## src/rtl/bus_arbiter_pkg.sv

```systemverilog
// Shared constants, state encoding and helpers for the four-requester bus arbiter.
// Imported by the interface, the round-robin picker and the arbiter top.
package bus_arbiter_pkg;

   localparam int NUM_REQ  = 4;
   localparam int HOLD_MAX = 8;
   localparam int IDX_W    = $clog2(NUM_REQ);
   localparam int HOLD_W   = $clog2(HOLD_MAX);

   typedef enum logic [1:0] {
      IDLE  = 2'd0,
      GRANT = 2'd1,
      TURN  = 2'd2
   } arb_state_t;

   // Round-robin successor of a requester index, wrapping at the last requester.
   function automatic logic [IDX_W-1:0] next_ptr(input logic [IDX_W-1:0] idx);
      return (int'(idx) == NUM_REQ - 1) ? '0 : idx + IDX_W'(1);
   endfunction

endpackage

```

## src/rtl/bus_arbiter_if.sv

```systemverilog
// Request/release and ownership signals shared between the requesters and the arbiter.
// The arbiter sits on the slave modport; the requester side uses master.
interface bus_arbiter_if;
   import bus_arbiter_pkg::*;

   logic [NUM_REQ-1:0] req;
   logic [NUM_REQ-1:0] done;
   logic [NUM_REQ-1:0] grant;
   logic [IDX_W-1:0]   grant_id;
   logic               bus_busy;
   logic               timeout;

   modport slave (
      input  req,
      input  done,
      output grant,
      output grant_id,
      output bus_busy,
      output timeout
   );

   modport master (
      output req,
      output done,
      input  grant,
      input  grant_id,
      input  bus_busy,
      input  timeout
   );

endinterface

```

## src/rtl/bus_arbiter_rr_priority_pick.sv

```systemverilog
// Combinational round-robin search: first set request at or after ptr, wrapping
// from the highest index back to 0.
module rr_priority_pick
   import bus_arbiter_pkg::*;
#(
   parameter int N = NUM_REQ,
   parameter int W = IDX_W
) (
   input  logic [N-1:0] req,
   input  logic [W-1:0] ptr,
   output logic         valid,
   output logic [W-1:0] idx
);

   logic [W-1:0] pos;

   always_comb begin
      valid = 1'b0;
      idx   = '0;
      pos   = '0;
      for (int k = 0; k < N; k++) begin
         pos = W'((int'(ptr) + k) % N);
         if (!valid && req[pos]) begin
            valid = 1'b1;
            idx   = pos;
         end
      end
   end

endmodule

```

## src/rtl/bus_arbiter.sv

```systemverilog
// Round-robin owner of a shared bus with bounded hold time and a one-cycle
// turnaround gap between owners; every output comes straight from a flop.
module bus_arbiter
   import bus_arbiter_pkg::*;
#(
   parameter int N_REQ    = NUM_REQ,
   parameter int MAX_HOLD = HOLD_MAX
) (
   input  logic          clk,
   input  logic          rst,
   bus_arbiter_if.slave  bus
);

   arb_state_t         state_q, state_d;
   logic [IDX_W-1:0]   ptr_q, ptr_d;
   logic [HOLD_W-1:0]  hold_q, hold_d;
   logic [N_REQ-1:0]   grant_q, grant_d;
   logic [IDX_W-1:0]   grant_id_q, grant_id_d;
   logic               busy_q, busy_d;
   logic               timeout_q, timeout_d;

   logic               pick_valid;
   logic [IDX_W-1:0]   pick_idx;
   logic               release_now;

   rr_priority_pick #(
      .N (N_REQ),
      .W (IDX_W)
   ) u_pick (
      .req   (bus.req),
      .ptr   (ptr_q),
      .valid (pick_valid),
      .idx   (pick_idx)
   );

   // Owner gives up the bus by strobing done or by dropping its request.
   assign release_now = bus.done[grant_id_q] | ~bus.req[grant_id_q];

   always_comb begin
      state_d    = state_q;
      ptr_d      = ptr_q;
      hold_d     = hold_q;
      grant_d    = grant_q;
      grant_id_d = grant_id_q;
      busy_d     = busy_q;
      timeout_d  = 1'b0;

      unique case (state_q)
         IDLE, TURN: begin
            if (pick_valid) begin
               state_d    = GRANT;
               grant_d    = {{(N_REQ-1){1'b0}}, 1'b1} << pick_idx;
               grant_id_d = pick_idx;
               busy_d     = 1'b1;
               hold_d     = '0;
               ptr_d      = next_ptr(pick_idx);
            end else begin
               state_d    = IDLE;
               grant_d    = '0;
               grant_id_d = '0;
               busy_d     = 1'b0;
            end
         end

         GRANT: begin
            // A release in the last allowed cycle wins over preemption.
            if (release_now || hold_q == HOLD_W'(MAX_HOLD - 1)) begin
               state_d    = TURN;
               grant_d    = '0;
               grant_id_d = '0;
               busy_d     = 1'b0;
               timeout_d  = ~release_now;
            end else begin
               hold_d     = hold_q + HOLD_W'(1);
            end
         end

         default: begin
            state_d    = IDLE;
            grant_d    = '0;
            grant_id_d = '0;
            busy_d     = 1'b0;
         end
      endcase
   end

   always_ff @(posedge clk or negedge rst) begin
      if (!rst) begin
         state_q    <= IDLE;
         ptr_q      <= '0;
         hold_q     <= '0;
         grant_q    <= '0;
         grant_id_q <= '0;
         busy_q     <= 1'b0;
         timeout_q  <= 1'b0;
      end else begin
         state_q    <= state_d;
         ptr_q      <= ptr_d;
         hold_q     <= hold_d;
         grant_q    <= grant_d;
         grant_id_q <= grant_id_d;
         busy_q     <= busy_d;
         timeout_q  <= timeout_d;
      end
   end

   assign bus.grant    = grant_q;
   assign bus.grant_id = grant_id_q;
   assign bus.bus_busy = busy_q;
   assign bus.timeout  = timeout_q;

endmodule

```

## src/flat_wrapper.sv

```systemverilog
// flat-port wrapper written by rule: the top's interface ports become plain ports
module bus_arbiter_flat import bus_arbiter_pkg::*;
#(
   parameter int N_REQ    = NUM_REQ,
   parameter int MAX_HOLD = HOLD_MAX
)
  (clk, rst, bus_req, bus_done, bus_grant, bus_grant_id, bus_bus_busy, bus_timeout);
  bus_arbiter_if bus_i ();
  input  logic clk;
  input  logic rst;
  input wire logic [$bits(bus_i.req)-1:0] bus_req;
  input wire logic [$bits(bus_i.done)-1:0] bus_done;
  output wire logic [$bits(bus_i.grant)-1:0] bus_grant;
  output wire logic [$bits(bus_i.grant_id)-1:0] bus_grant_id;
  output wire logic [$bits(bus_i.bus_busy)-1:0] bus_bus_busy;
  output wire logic [$bits(bus_i.timeout)-1:0] bus_timeout;
  assign bus_i.req = bus_req;
  assign bus_i.done = bus_done;
  assign bus_grant = bus_i.grant;
  assign bus_grant_id = bus_i.grant_id;
  assign bus_bus_busy = bus_i.bus_busy;
  assign bus_timeout = bus_i.timeout;
  bus_arbiter #(.N_REQ(N_REQ), .MAX_HOLD(MAX_HOLD)) u_core (.clk(clk), .rst(rst), .bus(bus_i));
endmodule
```

## config.mk

```make
export PLATFORM = sky130hd
export DESIGN_NAME = bus_arbiter_flat
export DESIGN_NICKNAME = d
export VERILOG_FILES = /design/src/rtl/bus_arbiter_pkg.sv /design/src/rtl/bus_arbiter_if.sv /design/src/rtl/bus_arbiter_rr_priority_pick.sv /design/src/rtl/bus_arbiter.sv /design/src/flat_wrapper.sv
export SDC_FILE = /design/constraint.sdc
export NUM_CORES = 1
export LEC_CHECK = 0
export ABC_AREA = 1
export CAP_MARGIN = 30
export CELL_PAD_IN_SITES_DETAIL_PLACEMENT = 1
export CELL_PAD_IN_SITES_GLOBAL_PLACEMENT = 1
export CORE_ASPECT_RATIO = 1.75
export CORE_MARGIN = 1
export CORE_UTILIZATION = 30
export CTS_CLUSTER_SIZE = 28
export DETAILED_ROUTE_END_ITERATION = 8
export HOLD_SLACK_MARGIN = 0.12
export PLACE_DENSITY = 0.72
export SKIP_LAST_GASP = 1
export SYNTH_ARGS = -nofsm -noshare
export SYNTH_HDL_FRONTEND = slang
export SYNTH_HIERARCHICAL = 1
export SYNTH_SLANG_ARGS = --single-unit
```

## constraint.sdc

```tcl
create_clock -name clk -period 5.1 [get_ports clk]
set_input_delay 1.02 -clock clk [delete_from_list [all_inputs] [get_ports clk]]
set_output_delay 1.02 -clock clk [all_outputs]
set_load 0.1 [all_outputs]
```

Word level (Yosys, flattened, before mapping)

Index checks and enable logic that the tools add are counted.

Bits in registers: 15
Bits of input ports: 10
Output and inout port bits: 8
Logic and storage cells: 78

$add $sub $neg: 5
Order comparisons: 5
Equal/unequal tests: 7
Shift-type cells: 1
Multiplexer cells: 38
Bitwise operators: 3
Reduce and logical (&&, ||, !) cells: 12

Operator list:

| operator                                            | number |
|---|---|
| 2-to-1 mux 2 bit                                    | 8 |
| < comparator 2 x 3 -> 1 bit (second input constant) | 5 |
| 2-to-1 mux 1 bit                                    | 15 |
| binary-select mux 1 bit (select 2 bit)              | 6 |
| 2-to-1 mux 4 bit                                    | 2 |
| case mux 2 bit (2 select lines)                     | 2 |
| case mux 4 bit (2 select lines)                     | 1 |
| 2-to-1 mux 3 bit                                    | 2 |
| case mux 3 bit (2 select lines)                     | 1 |
| adder 2 x 1 -> 2 bit (second input constant)        | 2 |
| adder 2 bit (second input constant)                 | 2 |
| == test 2 x 1 -> 1 bit (second input constant)      | 2 |
| != test 2 x 1 -> 1 bit (second input constant)      | 2 |
| left shift 1 x 2 -> 4 bit (first input constant)    | 1 |
| adder 3 x 1 -> 3 bit (second input constant)        | 1 |
| == test 3 bit (second input constant)               | 1 |
| logical AND 1 bit                                   | 3 |
| logical NOT 1 bit                                   | 3 |
| AND reduction 3 bit                                 | 1 |
| == test 2 bit (second input constant)               | 1 |
| logical NOT 2 bit                                   | 1 |
| != test 2 bit (second input constant)               | 1 |
| inverter 1 bit                                      | 2 |
| case mux 1 bit (2 select lines)                     | 1 |
| 5 further kinds                                     | 5 |

Depth between registers and ports, before layout

Gate-level depths: netlist of run 1.

Depth after elaboration: 15
Gate-level depth with buffers: 14

Cells and area by module

Netlist of run 1, hierarchy kept.

By module, submodules not included:

| module           | times used | cells an instance | area each (um^2) | seq. area each (um^2) |
|---|---|---|---|---|
| bus_arbiter      | 1          | 81                | 739.5            | 350.3 |
| rr_priority_pick | 1          | 59                | 319.1            | 0.0 |

Worst setup path after synthesis of run 1

OpenSTA, ideal clock, no wires.

Kind: input port to flip-flop
Start point: input bus_req[3]
End point: register u_core.ptr_q[1]
Setup time: 116 ps
Arrival time: 2,111 ps
Data required time: 4,984 ps
Path slack: 2,872 ps
Cell stages on the path: 13
Path through: inv_1 -> nand2_2 -> nand3_2 -> nand2_4 -> nor2_4 -> nand3_2 -> nand2_1 -> nand2_1 -> inv_1 -> inv_1 -> ha_1 -> nand2_1 -> nand2_1

Word-level cells in the longest chain between the ends: 14
Elaborated cells between the ends (all ways): 26

Ends and longest elaborated chain:

| what                                                                  | RTL line                           | source |
|---|---|---|
| start, declared                                                       | flat_wrapper.sv:11                 | `input wire logic [$bits(bus_i.req)-1:0] bus_req;` |
| binary-select mux 1 bit (select 2 bit)                                | bus_arbiter_rr_priority_pick.sv:23 | `if (!valid && req[pos]) begin` |
| 2-to-1 mux 1 bit (not written as such)                                | bus_arbiter_rr_priority_pick.sv:23 |  |
| 2-to-1 mux 1 bit                                                      | bus_arbiter_rr_priority_pick.sv:23 |  |
| logical NOT 1 bit                                                     | bus_arbiter_rr_priority_pick.sv:23 |  |
| logical AND 1 bit                                                     | bus_arbiter_rr_priority_pick.sv:23 |  |
| 2-to-1 mux 1 bit                                                      | bus_arbiter_rr_priority_pick.sv:23 |  |
| logical NOT 1 bit                                                     | bus_arbiter_rr_priority_pick.sv:23 |  |
| logical AND 1 bit                                                     | bus_arbiter_rr_priority_pick.sv:23 |  |
| 2-to-1 mux 1 bit                                                      | bus_arbiter_rr_priority_pick.sv:23 |  |
| logical NOT 1 bit                                                     | bus_arbiter_rr_priority_pick.sv:23 |  |
| logical AND 1 bit                                                     | bus_arbiter_rr_priority_pick.sv:23 |  |
| 2-to-1 mux 2 bit (*)                                                  | bus_arbiter_rr_priority_pick.sv:23 |  |
| named net u_core.pick_idx[0]                                          | bus_arbiter.sv:23                  | `logic [IDX_W-1:0] pick_idx;` |
| adder 2 x 1 -> 2 bit / == test 2 x 1 -> 1 bit (equally long branches) | bus_arbiter_pkg.sv:18              | `return (int'(idx) == NUM_REQ - 1) ? '0 : idx + IDX_W'(1);` |
| 2-to-1 mux 2 bit (*)                                                  | bus_arbiter_pkg.sv:18              |  |
| end signal, assigned                                                  | bus_arbiter.sv:98                  | `ptr_q <= ptr_d;` |
| end, declared                                                         | bus_arbiter.sv:15                  | `logic [IDX_W-1:0] ptr_q, ptr_d;` |

Mark *: on every way through the listed nets, which the timed path passes. The rest lies on a longest branch. The select of a mux whose other input is x is not followed.
A chain may end at the register's enable or synchronous reset.

Worst setup path in the final report of run 1

Start point: register u_core.grant_id_q[0], in the netlist u_core/bus.grant_id[0]
End point: output bus_grant_id[0]

RTL lines:

| what                   | RTL line           | source |
|---|---|---|
| start, declared        | bus_arbiter.sv:18  | `logic [IDX_W-1:0] grant_id_q, grant_id_d;` |
| start signal, assigned | bus_arbiter.sv:101 | `grant_id_q <= grant_id_d;` |
| end, declared          | flat_wrapper.sv:14 | `output wire logic [$bits(bus_i.grant_id)-1:0] bus_grant_id;` |

No word-level cell between the ends.

==> results of run 1 <==
[final cells by class]
cell class | count | area [sq um] | area share, %
Sequential cell | 14 | 350 | 26.8
Inverter | 24 | 90.1 | 6.90
Multi-Input combinational cell | 99 | 584 | 44.7
Timing Repair Buffer | 17 | 170 | 13.0
Tap cell | 45 | 56.3 | 4.31
Clock buffer | 4 | 55.1 | 4.21
[per-layer routing]
metal	share of wire, %	routed length [um]
met3	1.4	36
met4	0.64	16
met1	37	919
met2	61	1540
met5	0	0
[cells in the final DEF (no fill, tap or decap), drive strengths merged]
master         count
clkdlybuf4s50     17
clkbuf             4
inv               24
nand3             16
a21oi              1
dfrtp             14
nand3b             1
ha                 6
nand2             55
or2                1
o31ai              1
o21ai              5
nor2              10
o22ai              2
nand4              1
[cell families (layout without fill, tap and decap cells)]
kind of cell / Yosys count / after routing / share of synthesized area [%]
flip-flops: 14 / 14 / 33.1
buffers and inverters: 27 / 45 / 11.7
AO/OA/AOI/OAI: 9 / 9 / 7.33
AND/OR/NAND/NOR: 84 / 84 / 40.8
adder cells (fa/ha/maj): 6 / 6 / 7.09
[worst max-delay path by stage]
stage                                                   from                          end  slack (ns)  depth (start not counted)
after floorplan                                   bus_req[3]  u_core/ptr_q[1]$_DFFE_PN0P_        2.87                         13
after CTS                 u_core/bus.grant_id[0]$_DFFE_PN0P_              bus_grant_id[0]        2.19                          1
after detailed placement                          bus_req[2]  u_core/ptr_q[1]$_DFFE_PN0P_        2.19                         15
after global placement                            bus_req[2]  u_core/ptr_q[1]$_DFFE_PN0P_        2.25                         15
final                     u_core/bus.grant_id[0]$_DFFE_PN0P_              bus_grant_id[0]        2.22                          1
after global routing      u_core/bus.grant_id[0]$_DFFE_PN0P_              bus_grant_id[0]        2.12                          1
[per-stage QoR]
step	setup WS [ns]	cells
6_report	2.22	203
5_1_grt	2.12	203
4_1_cts	2.19	203
3_5_place_dp	2.19	199
3_3_place_gp	2.25	199
2_1_floorplan	2.87	140
[registers in the layout, indices dropped and copies added, names as in the netlist]
register             flops
u_core/bus.timeout       1
u_core/ptr_q             2
u_core/bus.grant         4
u_core/state_q           1
u_core/bus.grant_id      2
u_core/hold_q            3
u_core/bus.bus_busy      1
[power by group]
group | switching [mW] | total, mW | internal [mW]
Sequential | 0.0434 | 0.193 | 0.149
Combinational | 0.440 | 0.633 | 0.193
Clock | 0.0364 | 0.105 | 0.0682
==> results_dict.tcl, run 1 <==
set metrics [dict create \
    r2r-start "u_core/ptr_q[0]$_DFFE_PN0P_" \
    drive_above_1_share_pct 21.5 \
    postRouteAntennaNets 0 \
    numClockSinks 14 \
    drv_slew 0 \
    port_buffers 17 \
    gr-usage-met2_pct 29.3 \
    synth_ff_type "dfrtp_1" \
    clockBufferDepth 2 \
    post_cts_resized 0 \
    totalWireLength_um 2510 \
    syn-cell-area_sq_um 1060 \
    synth_top_area_share_pct 33.1 \
    whs_ns 0.526 \
    fin_area_sq_um 1310 \
    status "complete, no violations" \
    grt_pass1_wl_um 4150 \
    hold_viol 0 \
    critPathCaptureType "output port" \
    cts_buffers 3 \
    synth_common_cells "nand2_1, inv_1, dfrtp_1" \
    dr.pass1.iters 3 \
    worstRegToRegCells 14 \
    tightestPinTransition_ns 0.965 \
    cpPeakStageDelay_ns 1.17 \
    rows 28 \
    grt_use_met1_pct 15.8 \
    grt_antenna_before_repair 0 \
    power_leakage_nw 0.669 \
    grt-busiest-layer "met2" \
    syn_inst 140 \
    dpl_cell_area_sq_um 1250 \
    hold_path_class "reg -> reg" \
    num-nets-final 175 \
    power_uw 930 \
    cpMaxStageDelayCell "clkdlybuf4s50_1" \
    reg2reg_to "u_core/ptr_q[1]$_DFFE_PN0P_" \
    grt_max_degree 15 \
    synth_most_common_cell "nand2_1" \
    num_vias 941 \
    period_share_pct 56.4 \
    cellPowerDensity_nw_per_um2 712 \
    cts_root_buf "clkbuf_8" \
    fin_util_pct 38.8 \
    dp_hpwl_um 2100 \
    clock.fmax_ghz 0.347 \
    vdd_ir_drop_max_v 0.000460 \
    num_antenna_cells 0 \
    fillers 450 \
    synth_edf_count 0 \
    critical_path_class "reg -> out" \
    synthArstFlopShare_pct 100 \
    die_w_um 46.9 \
    area_growth_pct 23.4 \
    finalClockSkew_ns 0.000661 \
    synth.distinct_cells 21 \
    insertion_delay_ns 0.24 \
    wl_per_cell_um 12.3 \
    rsz0062_at_grt "no" \
    yosys_register_bits 14 \
    synth_fp_nets 156 \
    cts_setup_buffers 0 \
    critPathArrivalTime_ns 1.86 \
    ys_warn_count 6 \
    min_to "u_core/hold_q[1]$_DFFE_PN0P_" \
    netlist_top_cells_area "dfrtp_1, nand2_1, inv_1, ha_1, nand2_2" \
    cp_num_buf_inv 1 \
    max_slew_margin_pct 35.4 \
    ys_seq_area_share_pct 33.1 \
    fin_setup_tns_ns 0 \
    path_clk_slew_ns 0.06 \
    drc 0 \
    cp-start-kind "flip-flop" \
    grt_pass1_vias 949 \
    ioPinCount 18 \
    cts_tree "built" \
    period_minus_slack_ns 2.88 \
    gp_congestion 0.793 \
    synth_top_area_cell "dfrtp_1" \
    critPathRequiredTime_ns 4.08 \
    maxCapViolCount 0 \
    worstHoldStart "u_core/hold_q[1]$_DFFE_PN0P_" \
    grt_overflow 0 \
    initial_utilization_pct 31.5 \
    fp.dieH_um 80.6 \
    syn_avg_cell_area_sq_um 7.56 \
    drtIter0Drc 12 \
    cts_hold_buf 0 \
    hold_depth 2 \
    critPathTopFamily "buffers and inverters" \
    die-area_sq_um 3780 \
    reg2reg_slack_ns 2.90 \
    crit_path_cell_trace "clkdlybuf4s50_1" \
    htree_levels 1 \
    grtUsageMet3_pct 0 \
    via_per_inst 4.64 \
    crit_fanout 6 \
    setup_viol 0 \
    core_sq_um 3360 \
    grt_usage_pct 14.8 \
]
Power figures use the tool's default switching activity.
==> inputs of run 2 (changes only) <==
==> constraint.sdc (replaced) <==
create_clock -name clk -period 2.9 [get_ports clk]
set_input_delay 0.58 -clock clk [delete_from_list [all_inputs] [get_ports clk]]
set_output_delay 0.58 -clock clk [all_outputs]
set_load 0.1 [all_outputs]
==> results_dict.tcl, run 2 (synthesized netlist as in run 1, its figures left out) <==
set metrics [dict create \
    dr.pass1.iters 2 \
    htree_levels 1 \
    cts_hold_buf 0 \
    hold_viol 0 \
    initial_utilization_pct 31.5 \
    critPathCaptureType "flip-flop" \
    status "complete, no violations" \
    drv_slew 0 \
    drc 0 \
    dp_hpwl_um 2050 \
    die_w_um 46.9 \
    reg2reg_slack_ns 0.67 \
    hold_depth 2 \
    cp_num_buf_inv 3 \
    num-nets-final 175 \
    clockPowerShare_pct 11.6 \
    vdd_ir_drop_max_v 0.000850 \
    die-area_sq_um 3780 \
    post_cts_resized 0 \
    pwr-share-seq_pct 20.5 \
    worstHoldStart "u_core/hold_q[1]$_DFFE_PN0P_" \
    clock.fmax_ghz 0.449 \
    final_cell_mix "nand2_1, inv_1, dfrtp_1" \
    postRouteAntennaNets 0 \
    hold_path_class "reg -> reg" \
    wl_per_cell_um 12.5 \
    met1Wirelength_um 911 \
    reg2reg_to "u_core/ptr_q[1]$_DFFE_PN0P_" \
    num_antenna_cells 0 \
    rows 28 \
    final_common_cell "nand2_1" \
    maxCapViolCount 0 \
    tightestPinTransition_ns 0.653 \
    grt_pass1_wl_um 4390 \
    route.met3.wl_um 48 \
    grt_overflow 0 \
    via_per_inst 4.69 \
    p_comb_share_pct 67.9 \
    gp_congestion 0.771 \
    rsz0062_at_grt "no" \
    insertion_delay_ns 0.25 \
    critPathTopFamily "simple AND/OR/NAND/NOR gates" \
    period_minus_slack_ns 2.23 \
    netSwitchingPower_uw 924 \
    port_buffers 17 \
    totalWireLength_um 2530 \
    cts_root_buf "clkbuf_8" \
    critical_path_class "reg -> reg" \
    grt_max_degree 15 \
    crit_path_cell_trace "inv_2 -> nand2_1 -> nand2_2 -> nand2_2 -> nand2_2 -> nor2_4 -> nand3_2 -> nand2_1 -> nand2_1 -> inv_1 -> inv_1 -> ha_1 -> nand2_1 -> nand2_1" \
    ioPinCount 18 \
    drtIter0Drc 17 \
    finalClockSkew_ns 0.000910 \
    internal_power_uw 714 \
    grt_pass1_vias 1034 \
    pre_cts_ws_ns 0.412 \
    crit_fanout 12 \
    cp-start-kind "flip-flop" \
    grt_usage_pct 16.1 \
    cts_setup_buffers 0 \
    path_clk_slew_ns 0.06 \
    cts_buffers 3 \
    max_slew_margin_pct 56.3 \
    grt_antenna_before_repair 0 \
    r2r-start "u_core/ptr_q[0]$_DFFE_PN0P_" \
    wl_met2_um 1490 \
    core_sq_um 3360 \
    layout_setup_ws_ns 0.675 \
    fin_setup_tns_ns 0 \
    cts_tree "built" \
    fin_util_pct 38.2 \
    cellPowerDensity_nw_per_um2 1270 \
    cpMaxStageDelayCell "dfrtp_1" \
    drive_above_1_share_pct 26.6 \
    fp.dieH_um 80.6 \
    clockBufferDepth 2 \
    setup_viol 0 \
    sw_frac_of_total_pct 56.4 \
    critPathRequiredTime_ns 3.04 \
    crit_top_cell "nand2_1" \
    period_share_pct 76.7 \
    power_mw 1.64 \
    numClockSinks 14 \
    area_growth_pct 21.5 \
    num_vias 952 \
    worstRegToRegCells 14 \
    power_leakage_nw 0.682 \
    largest_reg_flops 4 \
    top_layer "met4" \
    critPathArrivalTime_ns 2.37 \
    cpPeakStageDelay_ns 0.64 \
    min_to "u_core/hold_q[1]$_DFFE_PN0P_" \
]
## run 2: cell types whose count changed in the layout (fill, tap and decap cells not counted), sizes merged
cell	before	now
buf	0	8
clkdlybuf4s50	17	9
## run 2: layer usage
metal | global-route usage (%) | vias to the layer above
met2 | 29.4 | 15
met1 | 16.0 | 463
met4 | 10.6 | 0
met5 | 0 | -
li1 | - | 468
met3 | 0.899 | 6
## run 2: worst register-to-register path: stages, from the launching register on
cell,delay (ns)
dfrtp_1,0.64
inv_2,0.19
nand2_1,0.12
nand2_2,0.09
nand2_2,0.10
nand2_2,0.06
nor2_4,0.12
nand3_2,0.08
nand2_1,0.07
nand2_1,0.05
inv_1,0.11
inv_1,0.10
ha_1,0.30
nand2_1,0.07
nand2_1,0.04
## run 2: layout make-up
type | instances | area [sq um]
clock buffers | 4 | 55.1
flip-flops and latches | 14 | 350
well taps | 45 | 56.3
fillers | 447 | 2080
repair buffers | 17 | 150
inverters | 24 | 90.1
multi-input cells | 99 | 584
## run 2: worst max-delay path by stage
stage	slack, ns	cells after the start	to	start
finish	0.67	14	u_core/ptr_q[1]$_DFFE_PN0P_	u_core/ptr_q[0]$_DFFE_PN0P_
global route	0.46	14	u_core/ptr_q[1]$_DFFE_PN0P_	u_core/ptr_q[0]$_DFFE_PN0P_
CTS	0.66	14	u_core/ptr_q[1]$_DFFE_PN0P_	u_core/ptr_q[0]$_DFFE_PN0P_
detailed placement	0.41	15	u_core/ptr_q[1]$_DFFE_PN0P_	bus_req[3]
global placement	0.50	15	u_core/ptr_q[1]$_DFFE_PN0P_	bus_req[2]
floorplan	1.02	8	u_core/hold_q[0]$_DFFE_PN0P_	u_core/bus.bus_busy$_DFFE_PN0P_
## run 2: power by group through the flow
stage               clock, mW  combinational, mW  sequential (mW)
detailed placement          0               1.12            0.341
CTS                     0.200               1.13            0.338
global placement            0               1.09            0.340
floorplan                   0              0.733            0.520
global route            0.203               1.23            0.348
finish                  0.190               1.11            0.336
## run 2: per-stage QoR
stage	instance area [sq um]	hold WS, ns	instances
after floorplan	1060	0.284	140
after global placement	1230	0.496	199
after detailed placement	1230	0.517	199
after CTS	1290	0.531	203
after global routing	1290	0.556	203
final	1290	0.524	203
